==> config.mk <==
export PLATFORM = sky130hd
export DESIGN_NAME = fsgnj_arbiter
export DESIGN_NICKNAME = d
export VERILOG_FILES = /design/src/rtl/fp_sgnj_pkg.sv /design/src/rtl/fsgnj_core.sv /design/src/rtl/fsgnj_arbiter.sv
export SDC_FILE = /design/constraint.sdc
export NUM_CORES = 1
export LEC_CHECK = 0
export CORE_UTILIZATION = 34
export DETAILED_ROUTE_END_ITERATION = 6
export PLACE_DENSITY = 0.91
export SLEW_MARGIN = 20
export SYNTH_ARGS = -nofsm -noshare
export SYNTH_HDL_FRONTEND = slang
export SYNTH_SLANG_ARGS = --single-unit
==> constraint.sdc <==
create_clock -name CLK -period 5.6 [get_ports CLK]
set_clock_uncertainty 0.05 [all_clocks]
set_input_delay 1.12 -clock CLK [delete_from_list [all_inputs] [get_ports CLK]]
set_output_delay 1.12 -clock CLK [all_outputs]
set_load 0.01 [all_outputs]
==> src/rtl/fp_sgnj_pkg.sv <==
// Shared types for the FP sign-injection arbiter: op encodings, slot states, word width.
package fp_sgnj_pkg;

   localparam int unsigned FLEN = 32;

   typedef enum logic [1:0] {
      OP_FSGNJ  = 2'b00,
      OP_FSGNJN = 2'b01,
      OP_FSGNJX = 2'b10,
      OP_ILL    = 2'b11
   } op_e;

   typedef enum logic {
      EMPTY = 1'b0,
      FULL  = 1'b1
   } slot_state_e;

endpackage : fp_sgnj_pkg

==> src/rtl/fsgnj_core.sv <==
// Combinational sign-injection datapath; magnitude always comes from rs1.
module fsgnj_core
   import fp_sgnj_pkg::*;
(
   input  logic [FLEN-1:0] rs1,
   input  logic [FLEN-1:0] rs2,
   input  logic [1:0]      op,
   output logic [FLEN-1:0] rd,
   output logic            err
);

   always_comb begin
      rd  = rs1;
      err = 1'b0;
      case (op_e'(op))
         OP_FSGNJ:  rd = {rs2[FLEN-1], rs1[FLEN-2:0]};
         OP_FSGNJN: rd = {~rs2[FLEN-1], rs1[FLEN-2:0]};
         OP_FSGNJX: rd = {rs1[FLEN-1] ^ rs2[FLEN-1], rs1[FLEN-2:0]};
         OP_ILL:    err = 1'b1;
         default:   err = 1'b1;
      endcase
   end

endmodule : fsgnj_core

==> src/rtl/fsgnj_arbiter.sv <==
// Round-robin arbiter sharing one sign-injection datapath between NREQ requesters,
// with a single registered result slot.
module fsgnj_arbiter
   import fp_sgnj_pkg::*;
#(
   parameter int unsigned NREQ = 2,
   parameter int unsigned IDW  = (NREQ > 2) ? $clog2(NREQ) : 1
) (
   input  logic                 CLK,
   input  logic                 RST,
   input  logic                 EN,
   input  logic [NREQ-1:0]      req_valid,
   output logic [NREQ-1:0]      req_ready,
   input  logic [2*NREQ-1:0]    req_op,
   input  logic [FLEN*NREQ-1:0] req_rs1,
   input  logic [FLEN*NREQ-1:0] req_rs2,
   output logic                 out_valid,
   input  logic                 out_ready,
   output logic [FLEN-1:0]      out_data,
   output logic [IDW-1:0]       out_id,
   output logic                 out_err
);

   // Rotate valids so the pointer sits at bit 0, take the lowest set bit, rotate back.
   function automatic logic [IDW-1:0] rr_pick(input logic [NREQ-1:0] valid,
                                              input logic [IDW-1:0]  ptr);
      logic [2*NREQ-1:0] dbl;
      logic [NREQ-1:0]   rot;
      logic              found;
      int unsigned       pos;
      dbl   = {valid, valid};
      rot   = NREQ'(dbl >> ptr);
      found = 1'b0;
      pos   = 0;
      for (int unsigned i = 0; i < NREQ; i++) begin
         if (!found && rot[i]) begin
            found = 1'b1;
            pos   = i;
         end
      end
      pos = pos + 32'(ptr);
      if (pos >= NREQ) pos = pos - NREQ;
      return IDW'(pos);
   endfunction

   slot_state_e     state_q, state_d;
   logic [FLEN-1:0] data_q, data_d;
   logic [IDW-1:0]  id_q, id_d;
   logic            err_q, err_d;
   logic [IDW-1:0]  ptr_q, ptr_d;

   logic            slot_free;
   logic            grant;
   logic [IDW-1:0]  winner;
   logic [1:0]      sel_op;
   logic [FLEN-1:0] sel_rs1, sel_rs2;
   logic [FLEN-1:0] core_rd;
   logic            core_err;

   // Reset gates the grant so nothing is accepted while the slot is held clear.
   assign slot_free = (state_q == EMPTY) || out_ready;
   assign grant     = RST && EN && slot_free && (|req_valid);
   assign winner    = rr_pick(req_valid, ptr_q);
   assign req_ready = grant ? (NREQ'(1) << winner) : '0;

   always_comb begin
      sel_op  = '0;
      sel_rs1 = '0;
      sel_rs2 = '0;
      for (int unsigned i = 0; i < NREQ; i++) begin
         if (IDW'(i) == winner) begin
            sel_op  = req_op[2*i +: 2];
            sel_rs1 = req_rs1[FLEN*i +: FLEN];
            sel_rs2 = req_rs2[FLEN*i +: FLEN];
         end
      end
   end

   fsgnj_core u_core (
      .rs1 (sel_rs1),
      .rs2 (sel_rs2),
      .op  (sel_op),
      .rd  (core_rd),
      .err (core_err)
   );

   // Slot FSM plus result/pointer next-state; a disabled block flushes the slot.
   always_comb begin
      state_d = state_q;
      data_d  = data_q;
      id_d    = id_q;
      err_d   = err_q;
      ptr_d   = ptr_q;
      if (!EN) begin
         state_d = EMPTY;
         data_d  = '0;
         id_d    = '0;
         err_d   = 1'b0;
      end else begin
         case (state_q)
            EMPTY:   if (grant) state_d = FULL;
            FULL:    if (out_ready && !grant) state_d = EMPTY;
            default: state_d = EMPTY;
         endcase
         if (grant) begin
            data_d = core_rd;
            id_d   = winner;
            err_d  = core_err;
            ptr_d  = (winner == IDW'(NREQ-1)) ? '0 : winner + IDW'(1);
         end
      end
   end

   always_ff @(posedge CLK or negedge RST) begin
      if (!RST) begin
         state_q <= EMPTY;
         data_q  <= '0;
         id_q    <= '0;
         err_q   <= 1'b0;
         ptr_q   <= '0;
      end else begin
         state_q <= state_d;
         data_q  <= data_d;
         id_q    <= id_d;
         err_q   <= err_d;
         ptr_q   <= ptr_d;
      end
   end

   assign out_valid = (state_q == FULL);
   assign out_data  = data_q;
   assign out_id    = id_q;
   assign out_err   = err_q;

endmodule : fsgnj_arbiter
==> impl_metrics.csv, run 1 <==
group,metric,value,unit
cells_and_area,seqCellArea,901,um2
worst_setup_path,worstPathArrival,3.26,ns
timing,finalHoldViolCount,0,
grt,grt-ovfl-total,0,
synth,syn_inst,177,
cells_and_area,final_cell_mix,"111 x clkdlybuf4s50_1, 36 x dfrtp_1, 33 x nand2_1, 32 x mux2i_1, 31 x o211a_1",
worst_setup_path,cp.required,4.43,ns
drt,wl_met1,2090,um
cts,cts_tree,"built",
synth,synth-seq-cells,36,
grt,grt.total_usage,17.6,%
cells_and_area,mostFrequentLayoutCell,"clkdlybuf4s50_1",
die,num_rows,27,
power_and_ir_drop,p_per_area,218,mW/mm2
cells_and_area,fillers,501,
cts,post_cts.repair.setup_buffers,0,
drt,detail_route.wl_per_cell,14.4,um
worst_hold_path,hp-class,"reg2reg",
cts,clk_latency,0.28,ns
synth,synth-edff-count,0,
run_status,status,"complete, no violations",
drt,dr.pass1.iters,4,
cts,cts_resized,0,
timing,worst_slew_pin_slew,0.738,ns
timing,setup_violations,0,
drt,finalWirelength,5130,um
worst_setup_path,critPathMostFrequentCell,"clkdlybuf4s50_1",
grt,antenna_found_initial,0,
worst_setup_path,worst-setup-path-type,"in2out",
worst_setup_path,start_kind,"primary input",
drt,wl_met3,429,um
synth,synthFlopType,"dfrtp_1",
worst_setup_path,cp_max_fo,34,
synth,seq_area_frac_synth,46.6,%
cts,htree_levels,2,
power_and_ir_drop,p_int,502,uW
cells_and_area,nets,423,
synth,synthesis.area,0.00193,mm2
die,fp.dieH,77.4,um
power_and_ir_drop,p_leak,1.64,nW
power_and_ir_drop,power_frac_seq,42.5,%
grt,grt_max_degree,37,
power_and_ir_drop,combPwrFrac,32.9,%
placed_design,dp_hpwl,3790,um
synth,synth-async-reset-ratio,100,%
worst_setup_path,crit_path_top_delay_cell,"nor2_4",
worst_setup_path,slowest_delay,0.60,ns
grt,grt_pass1_wl,8390,um
cts,cts.path.max_buffers,2,
timing,finalCritPeriodShare,79.1,%
die,die_area,0.00599,mm2
drt,vias_per_cell,5.02,
synth,ys_types,25,
cells_and_area,fin_util,57.9,%
synth,ys_warn_count,0,
cts,ctsHoldBuffers,0,
cells_and_area,multi_input_area,961,um2
timing,maxSlewHeadroom,50.7,%
power_and_ir_drop,switchingPower,193,uW
power_and_ir_drop,p_clk_share,24.6,%
drt,wl_met2,2580,um
drt,remaining_drc_errors,0,
synth,syn_avg_cell_area,10.9,um2
power_and_ir_drop,swShare,27.7,%
timing,fin_setup_tns,0,ns
timing,slew_viol_final,0,
die,die_w,77.4,um
drt,drtIter0Drc,48,
synth,syn_nets,315,
cells_and_area,syn2layout_area_growth,64.9,%
cts,cts_root_buf,"clkbuf_8",
cts,clk_pin_slew,0.07,ns
drt,vias,1792,
placed_design,gp_congestion,0.669,
timing,grt_setup_unrepaired,"false",
cells_and_area,diodes,0,
cells_and_area,drive_gt1_share,6.32,%
drt,top_layer_used,"met4",
job,drv_cap,0,
timing,fmax,226,MHz
timing,fin_crit,4.43,ns
cts,cts_made_buffers,5,
die,fp.coreArea,0.00551,mm2
drt,antenna_left,0,
die,io_pins,175,
cts,cts_num_sinks,36,
placed_design,port_buffers,112,
worst_setup_path,end_kind,"output pin",
die,start_util,35.1,%
worst_setup_path,crit_path_cell_trace,"clkdlybuf4s50_1 -> o21ai_0 -> nor2_4 -> nand2_1 -> nor2_1 -> clkdlybuf4s50_1",
power_and_ir_drop,ir_drop,0.110,mV
grt,grt_pass1_vias,1825,
-- final cells by class --
| cell class | count | share of cell area [%] |
|---|---|---|
| Clock inverter | 1 | 0.157 |
| Multi-Input combinational cell | 123 | 30.2 |
| Inverter | 3 | 0.353 |
| Sequential cell | 36 | 28.3 |
| Clock buffer | 6 | 2.28 |
| Tap cell | 72 | 2.83 |
| Timing Repair Buffer | 116 | 36.0 |
-- flip-flops by register name, summed over array words and instances (netlist names) --
| name | cells |
|---|---|
| out_valid | 1 |
| out_data | 32 |
| out_err | 1 |
| out_id | 1 |
| ptr_q | 1 |
-- logic make-up (layout without fill, tap and decap cells) --
logic type,after synthesis,in the layout,share of synthesized area (%)
AND/OR/NAND/NOR,43,43,9.32
flip-flops,36,36,46.6
AO/OA/AOI/OAI,45,45,21.5
adder cells (fa/ha/maj),1,1,0.582
buffers and inverters,18,126,4.08
multiplexers,34,34,17.9
-- path summary, 6_finish.rpt --
kind | start | endpoint | slack [ns] | cells past startpoint
max | req_valid[1] | req_ready[0] | 1.17 | 6
min | ptr_q | ptr_q | 0.45 | 1
max reg2reg | ptr_q | out_data[31] | 3.20 | 6
min reg2reg | ptr_q | ptr_q | 0.45 | 1
max in group asynchronous | RST | out_data[15] | 4.34 | 2
min in group asynchronous | RST | out_err | 0.85 | 2
-- worst max-delay path: cells and delay by family --
family	cells	cell delay (ns)
simple gates	3	0.92
buf+inv	2	1.04
compound gates	1	0.18
-- power by group through the flow --
stage          clock network [mW]  registers (mW)  logic (mW)
2_1_floorplan                   0           0.309       0.102
3_3_place_gp                    0           0.299       0.226
3_5_place_dp                    0           0.300       0.232
4_1_cts                     0.177           0.295       0.233
5_1_grt                     0.190           0.298       0.247
6_report                    0.171           0.295       0.229
-- routing by layer --
metal / track usage (%) / up-vias
li1: - / 850
met1: 19.4 / 856
met2: 31.5 / 81
met3: 6.94 / 5
met4: 3.96 / 0
met5: 0 / -
-- per-stage QoR --
stage | setup slack, ns | total power, mW | std cells | hold slack [ns] | cell area (um2)
6_report | 1.17 | 0.695 | 357 | 0.451 | 3190
5_1_grt | 1.00 | 0.736 | 357 | 0.479 | 3190
3_3_place_gp | 1.20 | 0.525 | 350 | 0.428 | 3110
3_5_place_dp | 1.18 | 0.532 | 350 | 0.439 | 3110
4_1_cts | 1.16 | 0.706 | 357 | 0.455 | 3190
2_1_floorplan | 2.40 | 0.411 | 177 | 0.413 | 1930
-- synth_stat cells, types with 2 or more instances --
library cell / number / share of area [%]
dfrtp_1: 36 / 47
nand2_1: 33 / 6.4
mux2i_1: 32 / 17
o211a_1: 31 / 16
clkbuf_1: 11 / 2.1
o21ai_0: 5 / 1.3
a211oi_2: 3 / 1.9
buf_2: 3 / 0.78
inv_1: 3 / 0.58
nor2_1: 3 / 0.58
a21boi_0: 2 / 0.78
nand3b_1: 2 / 0.78
Power figures use the tool's default switching activity.
==> run 2: changes to the inputs <==
CORE_UTILIZATION = 31   (was 34)
PLACE_DENSITY = 0.85   (was 0.91)
clock period = 4.53 ns   (was 5.6 ns; I/O delays follow)
==> impl_metrics.csv, run 2 (same netlist as run 1, synthesis figures left out) <==
group,metric,value,unit
worst_setup_path,worst-setup-path-type,"in2out",
placed_design,port_buffers,112,
drt,detail_route.wl_per_cell,13.8,um
cts,htree_levels,2,
worst_setup_path,worstPathArrival,2.78,ns
power_and_ir_drop,switchingPower,236,uW
drt,vias_per_cell,4.86,
cells_and_area,drive_gt1_share,6.99,%
die,fp.dieH,81.0,um
worst_hold_path,hp-start,"ptr_q",
grt,use_met2,28.4,%
cells_and_area,nets,424,
worst_setup_path,reg2reg_to,"out_data[31]",
grt,grt.total_usage,15.6,%
drt,antenna_left,0,
worst_setup_path,reg2reg_depth,6,
worst_hold_path,min_path_cells,1,
drt,finalWirelength,4990,um
worst_setup_path,cp.required,3.57,ns
power_and_ir_drop,swShare,26.5,%
cts,cts_resized,0,
job,drv_cap,0,
power_and_ir_drop,p_per_area,276,mW/mm2
grt,grt_pass1_wl,7930,um
cts,cts_num_sinks,36,
grt,antenna_found_initial,0,
grt,met1_usage,16.8,%
grt,grt-ovfl-total,0,
cells_and_area,diodes,0,
drt,vias,1756,
worst_hold_path,hp-class,"reg2reg",
worst_setup_path,start_kind,"primary input",
power_and_ir_drop,ir_drop,0.140,mV
cells_and_area,mostFrequentLayoutCell,"clkdlybuf4s50_1",
grt,grt_max_degree,37,
grt,grt_pass1_vias,1825,
drt,remaining_drc_errors,0,
placed_design,preCtsSetupSlack,0.780,ns
cells_and_area,syn2layout_area_growth,66.4,%
power_and_ir_drop,finalPower,888,uW
grt,grt_use_met3,5.17,%
die,start_util,32.5,%
worst_setup_path,r2r_start,"ptr_q",
power_and_ir_drop,p_int,652,uW
timing,whs,0.454,ns
power_and_ir_drop,p_leak,1.65,nW
drt,drtIter0Drc,41,
worst_hold_path,worstHoldEndpoint,"ptr_q",
placed_design,dp_hpwl,3730,um
cts,cts_root_buf,"clkbuf_8",
die,num_rows,28,
timing,grt_setup_unrepaired,"false",
timing,setup_violations,0,
timing,setup_ws,0.790,ns
cells_and_area,largest_reg_flops,32,
die,io_pins,175,
cells_and_area,fillers,567,
timing,maxSlewHeadroom,62.6,%
power_and_ir_drop,p_clk_share,27.1,%
power_and_ir_drop,combPwrFrac,31.8,%
cts,clk_latency,0.28,ns
worst_setup_path,end_kind,"output pin",
placed_design,gp_congestion,0.686,
cts,cts_made_buffers,5,
timing,fmax,267,MHz
timing,fin_setup_tns,0,ns
timing,slew_viol_final,0,
grt,grt.busiest_layer,"met2",
drt,dr.pass1.iters,4,
cts,ctsHoldBuffers,0,
worst_setup_path,cp_max_fo,20,
cts,post_cts.repair.setup_buffers,0,
timing,finalCritPeriodShare,82.6,%
die,die_area,0.00656,mm2
die,die_w,81.0,um
timing,worst_slew_pin_slew,0.561,ns
die,fp.coreArea,0.00596,mm2
timing,finalHoldViolCount,0,
cts,cts_tree,"built",
cts,cts.path.max_buffers,2,
cells_and_area,final_cell_mix,"111 x clkdlybuf4s50_1, 36 x dfrtp_1, 33 x nand2_1, 32 x mux2i_1, 31 x o211a_1",
worst_setup_path,r2r_slack,2.11,ns
timing,fin_crit,3.74,ns
run_status,status,"complete, no violations",
cts,clk_pin_slew,0.07,ns
power_and_ir_drop,power_frac_seq,41.1,%
-- run 2: cell count changes in the layout (fill, tap and decap cells not counted), sizes merged --
cell and change:
clkbuf +1, buf +1, clkinv -1
-- run 2: per-stage QoR --
stage                     cells  util [%]  instance area [um2]
after global placement      354      52.4                 3120
after floorplan             177         -                 1930
after global routing        361      54.0                 3220
after CTS                   361      54.0                 3220
after detailed placement    354      52.4                 3120
final                       361      54.0                 3220
-- run 2: worst max-delay path by stage --
stage / startpoint / to / slack [ns] / cells after the start
after floorplan: req_valid[1] / req_ready[0] / 1.76 / 5
after global placement: req_valid[0] / req_ready[0] / 0.82 / 5
after detailed placement: req_valid[1] / req_ready[1] / 0.78 / 4
after CTS: req_valid[1] / req_ready[1] / 0.78 / 4
after global routing: req_valid[1] / req_ready[1] / 0.71 / 4
final: req_valid[1] / req_ready[1] / 0.79 / 4
-- run 2: layout make-up --
cell class / instances / area (um2) / share of cell area, %
inverters: 3 / 11.3 / 0.350
well taps: 75 / 93.8 / 2.92
clock buffers: 7 / 96.3 / 2.99
flip-flops and latches: 36 / 901 / 28.0
multi-input cells: 123 / 961 / 29.9
repair buffers: 117 / 1150 / 35.9
-- run 2: per-layer routing --
| metal | routed length [um] | part of all wire [%] |
|---|---|---|
| met1 | 2040 | 41 |
| met2 | 2430 | 49 |
| met3 | 484 | 9.7 |
| met4 | 40 | 0.80 |
| met5 | 0 | 0 |
-- run 2: power by group through the flow --
stage	Combinational, mW	Sequential (mW)	Clock, mW
CTS	0.287	0.365	0.253
finish	0.282	0.365	0.241
global route	0.306	0.368	0.267
floorplan	0.126	0.382	0
detailed placement	0.286	0.370	0
global placement	0.280	0.369	0
-- run 2: critical path, cell delays in order --
cell and delay [ns]:
clkdlybuf4s50_1 0.48, maj3_2 0.57, and3_1 0.26, clkdlybuf4s50_1 0.57
==> run 3: changes to the inputs <==
CORE_UTILIZATION = 28   (was 31)
PLACE_DENSITY = 0.81   (was 0.85)
clock period = 3.3 ns   (was 4.53 ns; I/O delays follow)
==> impl_metrics.csv, run 3 (same netlist as run 1, synthesis figures left out) <==
group,metric,value,unit
drt,vias_per_cell,4.88,
grt,grt_max_degree,37,
power_and_ir_drop,p_leak,1.66,nW
cells_and_area,final_cells,366,
drt,finalWirelength,5190,um
die,fp.dieH,85.1,um
timing,slew_viol_final,0,
cells_and_area,syn2layout_area_growth,67.1,%
timing,whs,0.405,ns
drt,drtIter0Drc,36,
timing,fin_crit,3.02,ns
timing,fin_setup_tns,0,ns
cells_and_area,largest_reg_flops,32,
worst_setup_path,cp_max_fo,4,
worst_setup_path,worst-setup-path-type,"in2out",
die,die_area,0.00724,mm2
grt,antenna_found_initial,0,
run_status,status,"complete, no violations",
drt,dr.pass1.iters,4,
timing,setup_ws,0.280,ns
drt,remaining_drc_errors,0,
grt,grt.total_usage,15.0,%
drt,vias,1787,
grt,grt_pass1_wl,8730,um
cells_and_area,fin_util,49.7,%
timing,finalCritPeriodShare,91.5,%
cts,cts_root_buf,"clkbuf_8",
cells_and_area,drive_gt1_share,7.96,%
die,io_pins,175,
die,start_util,29.8,%
timing,grt_setup_unrepaired,"false",
cts,post_cts.repair.setup_buffers,0,
cells_and_area,nets,426,
grt,grt_pass1_vias,1842,
drt,antenna_left,0,
die,num_rows,29,
cts,htree_levels,2,
timing,setup_violations,0,
worst_setup_path,start_kind,"primary input",
job,drv_cap,0,
cts,cts_tree,"built",
grt,grt-ovfl-total,0,
worst_setup_path,end_kind,"output pin",
cts,cts.path.max_buffers,2,
drt,detail_route.wl_per_cell,14.2,um
cells_and_area,fin_area,0.00323,mm2
cts,cts_made_buffers,5,
placed_design,port_buffers,112,
cells_and_area,mostFrequentLayoutCell,"clkdlybuf4s50_1",
die,die_w,85.1,um
worst_setup_path,reg2reg_depth,6,
placed_design,placed_cells,358,
cells_and_area,final_cell_mix,"111 x clkdlybuf4s50_1, 36 x dfrtp_1, 33 x nand2_1, 32 x mux2i_1, 31 x o211a_1",
timing,finalHoldViolCount,0,
worst_setup_path,cp.required,2.59,ns
power_and_ir_drop,finalPower,1.22,mW
timing,fmax,331,MHz
worst_setup_path,worstPathArrival,2.31,ns
placed_design,gp_congestion,0.691,
power_and_ir_drop,ir_drop,0.170,mV
timing,maxSlewHeadroom,69.2,%
cts,cts_resized,0,
cts,clk_pin_slew,0.07,ns
placed_design,placed_area,0.00314,mm2
die,fp.coreArea,0.00649,mm2
timing,worst_slew_pin_slew,0.458,ns
cts,clk_latency,0.28,ns
worst_hold_path,hp-class,"in2async",
cts,cts_num_sinks,36,
cells_and_area,diodes,0,
cts,ctsHoldBuffers,0,
placed_design,preCtsSetupSlack,0.276,ns
power_and_ir_drop,p_per_area,376,mW/mm2
placed_design,dp_hpwl,3900,um
[run 3: cell types whose count changed in the layout (fill, tap and decap cells not counted)]
cell      change
clkbuf_8      -1
buf_4         +2
clkinv_2      +2
[run 3: worst paths after layout]
path	slack, ns	endpoint	from
min in group CLK	0.45	ptr_q	ptr_q
min reg2reg	0.45	ptr_q	ptr_q
max	0.28	req_ready[0]	req_valid[1]
min	0.41	out_data[9]	RST
max reg2reg	1.18	out_data[31]	ptr_q
max in group asynchronous	2.47	out_data[26]	RST
[run 3: final cells by class]
cell class | count | area [um2]
Fill cell | 614 | 3260
Clock buffer | 6 | 82.6
Multi-Input combinational cell | 123 | 961
Tap cell | 77 | 96.3
Timing Repair Buffer | 119 | 1170
Sequential cell | 36 | 901
Clock inverter | 2 | 10.0
Inverter | 3 | 11.3
[run 3: where the power goes]
group / switching, mW / internal, mW
Combinational: 0.159 / 0.233
Clock: 0.156 / 0.167
Sequential: 0.0215 / 0.479
Total: 0.336 / 0.879
[run 3: critical path: stages]
cell	delay (ns)
clkdlybuf4s50_1	0.49
o21ai_0	0.19
nor2_4	0.17
nand2_1	0.09
nor2_1	0.14
clkdlybuf4s50_1	0.58
[run 3: routing by layer]
metal / vias to the layer above / GRT usage [%] / wire length [um]
met3: 2 / 4.96 / 424
met4: 0 / 2.31 / 13
li1: 855 / - / -
met1: 855 / 17.7 / 2220
met2: 75 / 27.1 / 2530
met5: - / 0 / 0
==> RTL edit 1: new RTL, settings of run 2 <==
Take the reset off `data_q` and load it in a clocked block of its own.
--- a/src/rtl/fsgnj_arbiter.sv
+++ b/src/rtl/fsgnj_arbiter.sv
@@ -116,3 +116,2 @@
          state_q <= EMPTY;
-         data_q  <= '0;
          id_q    <= '0;
@@ -122,3 +121,2 @@
          state_q <= state_d;
-         data_q  <= data_d;
          id_q    <= id_d;
@@ -127,2 +125,6 @@
       end
+   end
+
+   always_ff @(posedge CLK) begin
+      data_q <= data_d;
    end
Formal check against the unedited RTL: differs if RST is asserted again (counterexample within 4 cycles, from zero or initial values and one cycle with RST low); with RST held inactive, the same outputs for 10 cycles.
==> RTL edit 1 against run 2 <==
- sequential cell count unchanged
- sequential share of layout area shrank 3.6 points
- area after synthesis down 4.3%
- largest cell class unchanged
- power fell by 6.3%
- worst setup slack lost 0.15 ns
- design area decreased by 5.5%
- non-clock buffer count decreased by 2
- die area decreased by 4.2%
- routed wire length down 3.4%
==> RTL edit 1: results (changes against run 2) <==
[metrics] final net count: 425 (+0.24%)
[metrics] highest cell delay on the worst timing path: 0.54 ns (-0.03 ns)
[metrics] async set or reset register ratio after synthesis: 11.1% (-89 points)
[metrics] startpoint of the tightest hold check path: out_data[17]
[metrics] endpoint of the worst hold-timing path: out_data[17]
[metrics] layout cells sized above 1: 6.27% (-0.72 points)
[metrics] detailed-routed wire length on met2: 2.42 mm (-0.41%)
[metrics] Via Count: 1721 (-2.0%)
[metrics] top cells by instance count after synthesis: sky130_fd_sc_hd__nand2_1 (36), sky130_fd_sc_hd__mux2i_1 (33), sky130_fd_sc_hd__dfxtp_1 (32)
[metrics] number of different library cells in the post-synthesis netlist: 32 (+28%)
[metrics] global routing usage on met2: 28.7% (+0.30 points)
[metrics] share of the synthesized netlist area taken by xor and xnor gates: 0.473% (+0.47 points)
[metrics] drt total wl: 4.82 mm (-3.4%)
[metrics] placed cell area: 2960 sq um (-5.1%)
[metrics] mux share of post-synthesis cell area: 17.8% (-0.079 points)
[metrics] clock group total power: 0.000208 W (-14%)
[metrics] cell leakage power: 1.55 nW (-6.2%)
[metrics] Worst Tran Pin Value: 0.646 ns (+0.0851 ns)
[metrics] highest-delay cell along the critical path: sky130_fd_sc_hd__clkdlybuf4s50_1
[metrics] share of the core filled with cells in the final layout: 53.9% (-0.14 points)
[metrics] net count of the mapped netlist: 318 (+0.95%)
[metrics] count of fill cells added during filler insertion: 522 (-7.9%)
[metrics] r2r worst-path depth: 5 (-1)
[metrics] largest fanout on the critical path: 19 (-5.0%)
[metrics] sequential group share of total power: 42.8% (+1.7 points)
[metrics] post-synthesis compound-gate area fraction: 21.8% (+0.35 points)
[metrics] run status: finished clean
[metrics] sequential fraction of the synthesis area: 40.0% (-6.6 points)
[metrics] initial DRC count: 35 (-15%)
[metrics] switching share of power: 26.9% (+0.39 points)
[metrics] GPL Wtd Cong: 0.761 (+11%)
[metrics] half-perimeter wire length after detailed placement: 3.59 mm (-3.9%)
[metrics] pin count of the biggest net entering global routing: 70 (+89%)
[metrics] wire length of the first global-routing pass: 7.52 mm (-5.1%)
[metrics] met1 Usage GRT: 15.9% (-0.88 points)
[metrics] Met1 Routed Length: 1.96 mm (-3.6%)
-- RTL edit 1: changes by cell type after synthesis, moves of 5 or more --
cell                       change
sky130_fd_sc_hd__dfrtp_1      -32
sky130_fd_sc_hd__dfxtp_1      +32
sky130_fd_sc_hd__clkbuf_1      -5
sky130_fd_sc_hd__o21ai_0       -5
-- RTL edit 1: final cells by class --
cell class	instances	share of cell area [%]
Clock buffer	6	2.39
Clock inverter	1	0.165
Inverter	2	0.247
Multi-Input combinational cell	127	32.2
Sequential cell	36	24.4
Tap cell	72	2.96
Timing Repair Buffer	115	37.6
-- RTL edit 1: metrics by stage --
step	std cells	setup WS (ns)
finish	359	0.644
global route	359	0.553
CTS	359	0.644
detailed placement	352	0.659
global placement	352	0.674
floorplan	180	1.80
-- RTL edit 1: cells by family (layout without fill, tap and decap cells) --
logic type	Yosys count	in the layout
xor+xnor	1	1
buf+inv	17	124
flops	36	36
simple gates	49	49
mux	33	33
compound gates	44	44
==> RTL edit 2: new RTL, config.mk and constraints of run 2 <==
Without the edit above. `FLEN`: 32 -> 64.
--- a/src/rtl/fp_sgnj_pkg.sv
+++ b/src/rtl/fp_sgnj_pkg.sv
@@ -3,3 +3,3 @@
 
-   localparam int unsigned FLEN = 32;
+   localparam int unsigned FLEN = 64;
 
Interface: changed (resized out_data, req_rs1 and req_rs2); port bits go from 175 to 335. The function was not compared with the original's and may differ.
==> RTL edit 2 against run 2 <==
- sequential cell count is 32 higher
- area after synthesis rose by 85%
- design area increased by 88%
- worst setup slack better by 0.25 ns
- fmax is 7.2% higher
- routed wire length increased by 96%
- sequential share of layout area is 0.095 points higher
- power rose by 120%
==> RTL edit 2: results (changes against run 2) <==
[metrics] TritonCTS buffer count: 9 (+4)
[metrics] drt total wl: 9.79 mm (+96%)
[metrics] endpoint of the worst hold-timing path: ptr_q
[metrics] class of the tightest hold or removal check: reg2reg
[metrics] number of different library cells in the post-synthesis netlist: 29 (+16%)
[metrics] number of global-route vias before repair: 3221 (+76%)
[metrics] sequential fraction of the synthesis area: 47.6% (+0.98 points)
[metrics] count of fill cells added during filler insertion: 941 (+66%)
[metrics] DR vias/cell: 4.94 (+1.5%)
[metrics] initial antenna violation count: 0 (unchanged)
[metrics] placed cell area: 5740 sq um (+84%)
[metrics] maximum count of clock buffers along a single path: 2 (unchanged)
[metrics] PostCTS Resize Cnt: 0 (unchanged)
[metrics] worst reg2reg path endpoint: out_data[59]
[metrics] Worst Tran Pin Value: 0.866 ns (+0.304 ns)
[metrics] layout cells sized above 1: 5.37% (-1.6 points)
[metrics] r2r startpoint: out_valid
[metrics] clock slew at the register clock pins of the worst setup and hold paths: 0.05 ns (-0.02 ns)
[metrics] # port buffers: 208 (+86%)
[metrics] initial DRC count: 161 (+290%)
[metrics] clock latency on the worst-skew pair: 0.32 ns (+0.04 ns)
[metrics] cell leakage power: 3.21 nW (+94%)
[metrics] worst endpoint data arrival time: 2.53 ns (-0.25 ns)
[metrics] pin count of the biggest net entering global routing: 73 (+97%)
[metrics] run status: finished clean
[metrics] wire length of the first global-routing pass: 14.8 mm (+86%)
[metrics] net count of the mapped netlist: 587 (+86%)
[metrics] final net count: 782 (+84%)
[metrics] r2r worst-path depth: 6 (unchanged)
[metrics] Max H-tree Level: 3 (+1)
[metrics] Synth area leaders: sky130_fd_sc_hd__dfrtp_1 (48%), sky130_fd_sc_hd__mux2i_1 (18%), sky130_fd_sc_hd__o211a_1 (18%)
[metrics] async set or reset register ratio after synthesis: 100% (unchanged)
[metrics] Synth Warn #: 0 (unchanged)
[metrics] setup slack of the most critical reg-to-reg path: 2.16 ns (+0.05 ns)
[metrics] largest fanout on the critical path: 3 (-85%)
[metrics] number of flip-flops under the largest register name: 64 (+100%)
[metrics] GPL Wtd Cong: 0.795 (+16%)
[metrics] top cells by instance count after synthesis: sky130_fd_sc_hd__dfrtp_1 (68), sky130_fd_sc_hd__nand2_1 (65), sky130_fd_sc_hd__mux2i_1 (64)
[metrics] highest-delay cell along the critical path: sky130_fd_sc_hd__clkdlybuf4s50_1
[metrics] Clock Tree Root: sky130_fd_sc_hd__clkbuf_16
[metrics] startpoint of the tightest hold check path: ptr_q
[metrics] count of TritonRoute iterations in the first routing pass: 4 (unchanged)
[metrics] Max VDD drop: 0.156 mV (+11%)
[metrics] gr usage total: 16.0% (+0.41 points)
[metrics] half-perimeter wire length after detailed placement: 7.10 mm (+90%)
RTL edit 2: cell count changes after synthesis, moves of 3 or more:
cell	run 2	this run
sky130_fd_sc_hd__dfrtp_1	36	68
sky130_fd_sc_hd__mux2i_1	32	64
sky130_fd_sc_hd__clkbuf_1	11	18
sky130_fd_sc_hd__nand2_1	33	65
sky130_fd_sc_hd__o211a_1	31	63
sky130_fd_sc_hd__buf_6	1	4
RTL edit 2: area by class of cell:
| class | count | area [sq um] | share of cell area, % |
|---|---|---|---|
| Timing Repair Buffer | 213 | 2120 | 35.0 |
| Multi-Input combinational cell | 222 | 1730 | 28.6 |
| Sequential cell | 68 | 1700 | 28.1 |
| Clock buffer | 11 | 243 | 4.01 |
| Tap cell | 140 | 175 | 2.89 |
| Clock inverter | 5 | 75.1 | 1.24 |
| Inverter | 2 | 7.51 | 0.124 |
RTL edit 2: logic make-up (layout without fill, tap and decap cells):
| kind of cell | Yosys count | in the layout | synth area share [%] |
|---|---|---|---|
| buf+inv | 31 | 231 | 4.34 |
| compound gates | 79 | 79 | 20.7 |
| flops | 68 | 68 | 47.6 |
| mux | 66 | 66 | 18.6 |
| simple gates | 77 | 77 | 8.75 |
RTL edit 2: per-layer routing:
metal | wire [um] | global-route usage [%] | share of wire [%] | vias up
met5 | 0 | 0 | 0 | -
met4 | 178 | 7.33 | 1.8 | 0
met3 | 1030 | 5.04 | 11 | 17
met2 | 4800 | 28.4 | 49 | 143
met1 | 3790 | 17.3 | 39 | 1552
li1 | - | - | - | 1552
RTL edit 2: worst max path at each step:
stage | end | slack [ns] | cells after the start
detailed placement | req_ready[0] | 1.04 | 6
CTS | req_ready[0] | 1.04 | 6
global placement | req_ready[0] | 1.08 | 6
finish | req_ready[0] | 1.04 | 6
floorplan | req_ready[0] | 1.82 | 5
global route | req_ready[0] | 0.94 | 6
RTL edit 2: metrics by stage:
stage	setup slack [ns]	std cells	util [%]	power (W)	hold WS, ns
2_1_floorplan	1.82	321	-	0.000970	0.405
3_3_place_gp	1.08	645	52.0	0.00123	0.419
3_5_place_dp	1.04	645	52.0	0.00125	0.430
4_1_cts	1.04	661	54.9	0.00200	0.442
5_1_grt	0.938	661	54.9	0.00206	0.453
6_report	1.04	661	54.9	0.00197	0.438
RTL edit 2: report_power, final:
group          switching (W)  internal (W)
clock network       0.000239      0.000494
logic               0.000225      0.000319
registers          0.0000285      0.000661
RTL edit 2: worst register-to-register path: stages (launching register included):
cell and delay (ns):
sky130_fd_sc_hd__dfrtp_1 0.37, sky130_fd_sc_hd__nor2b_1 0.17, sky130_fd_sc_hd__nor2_4 0.12, sky130_fd_sc_hd__buf_4 0.48
sky130_fd_sc_hd__buf_4 0.66, sky130_fd_sc_hd__nand2_1 0.23, sky130_fd_sc_hd__o211a_1 0.18
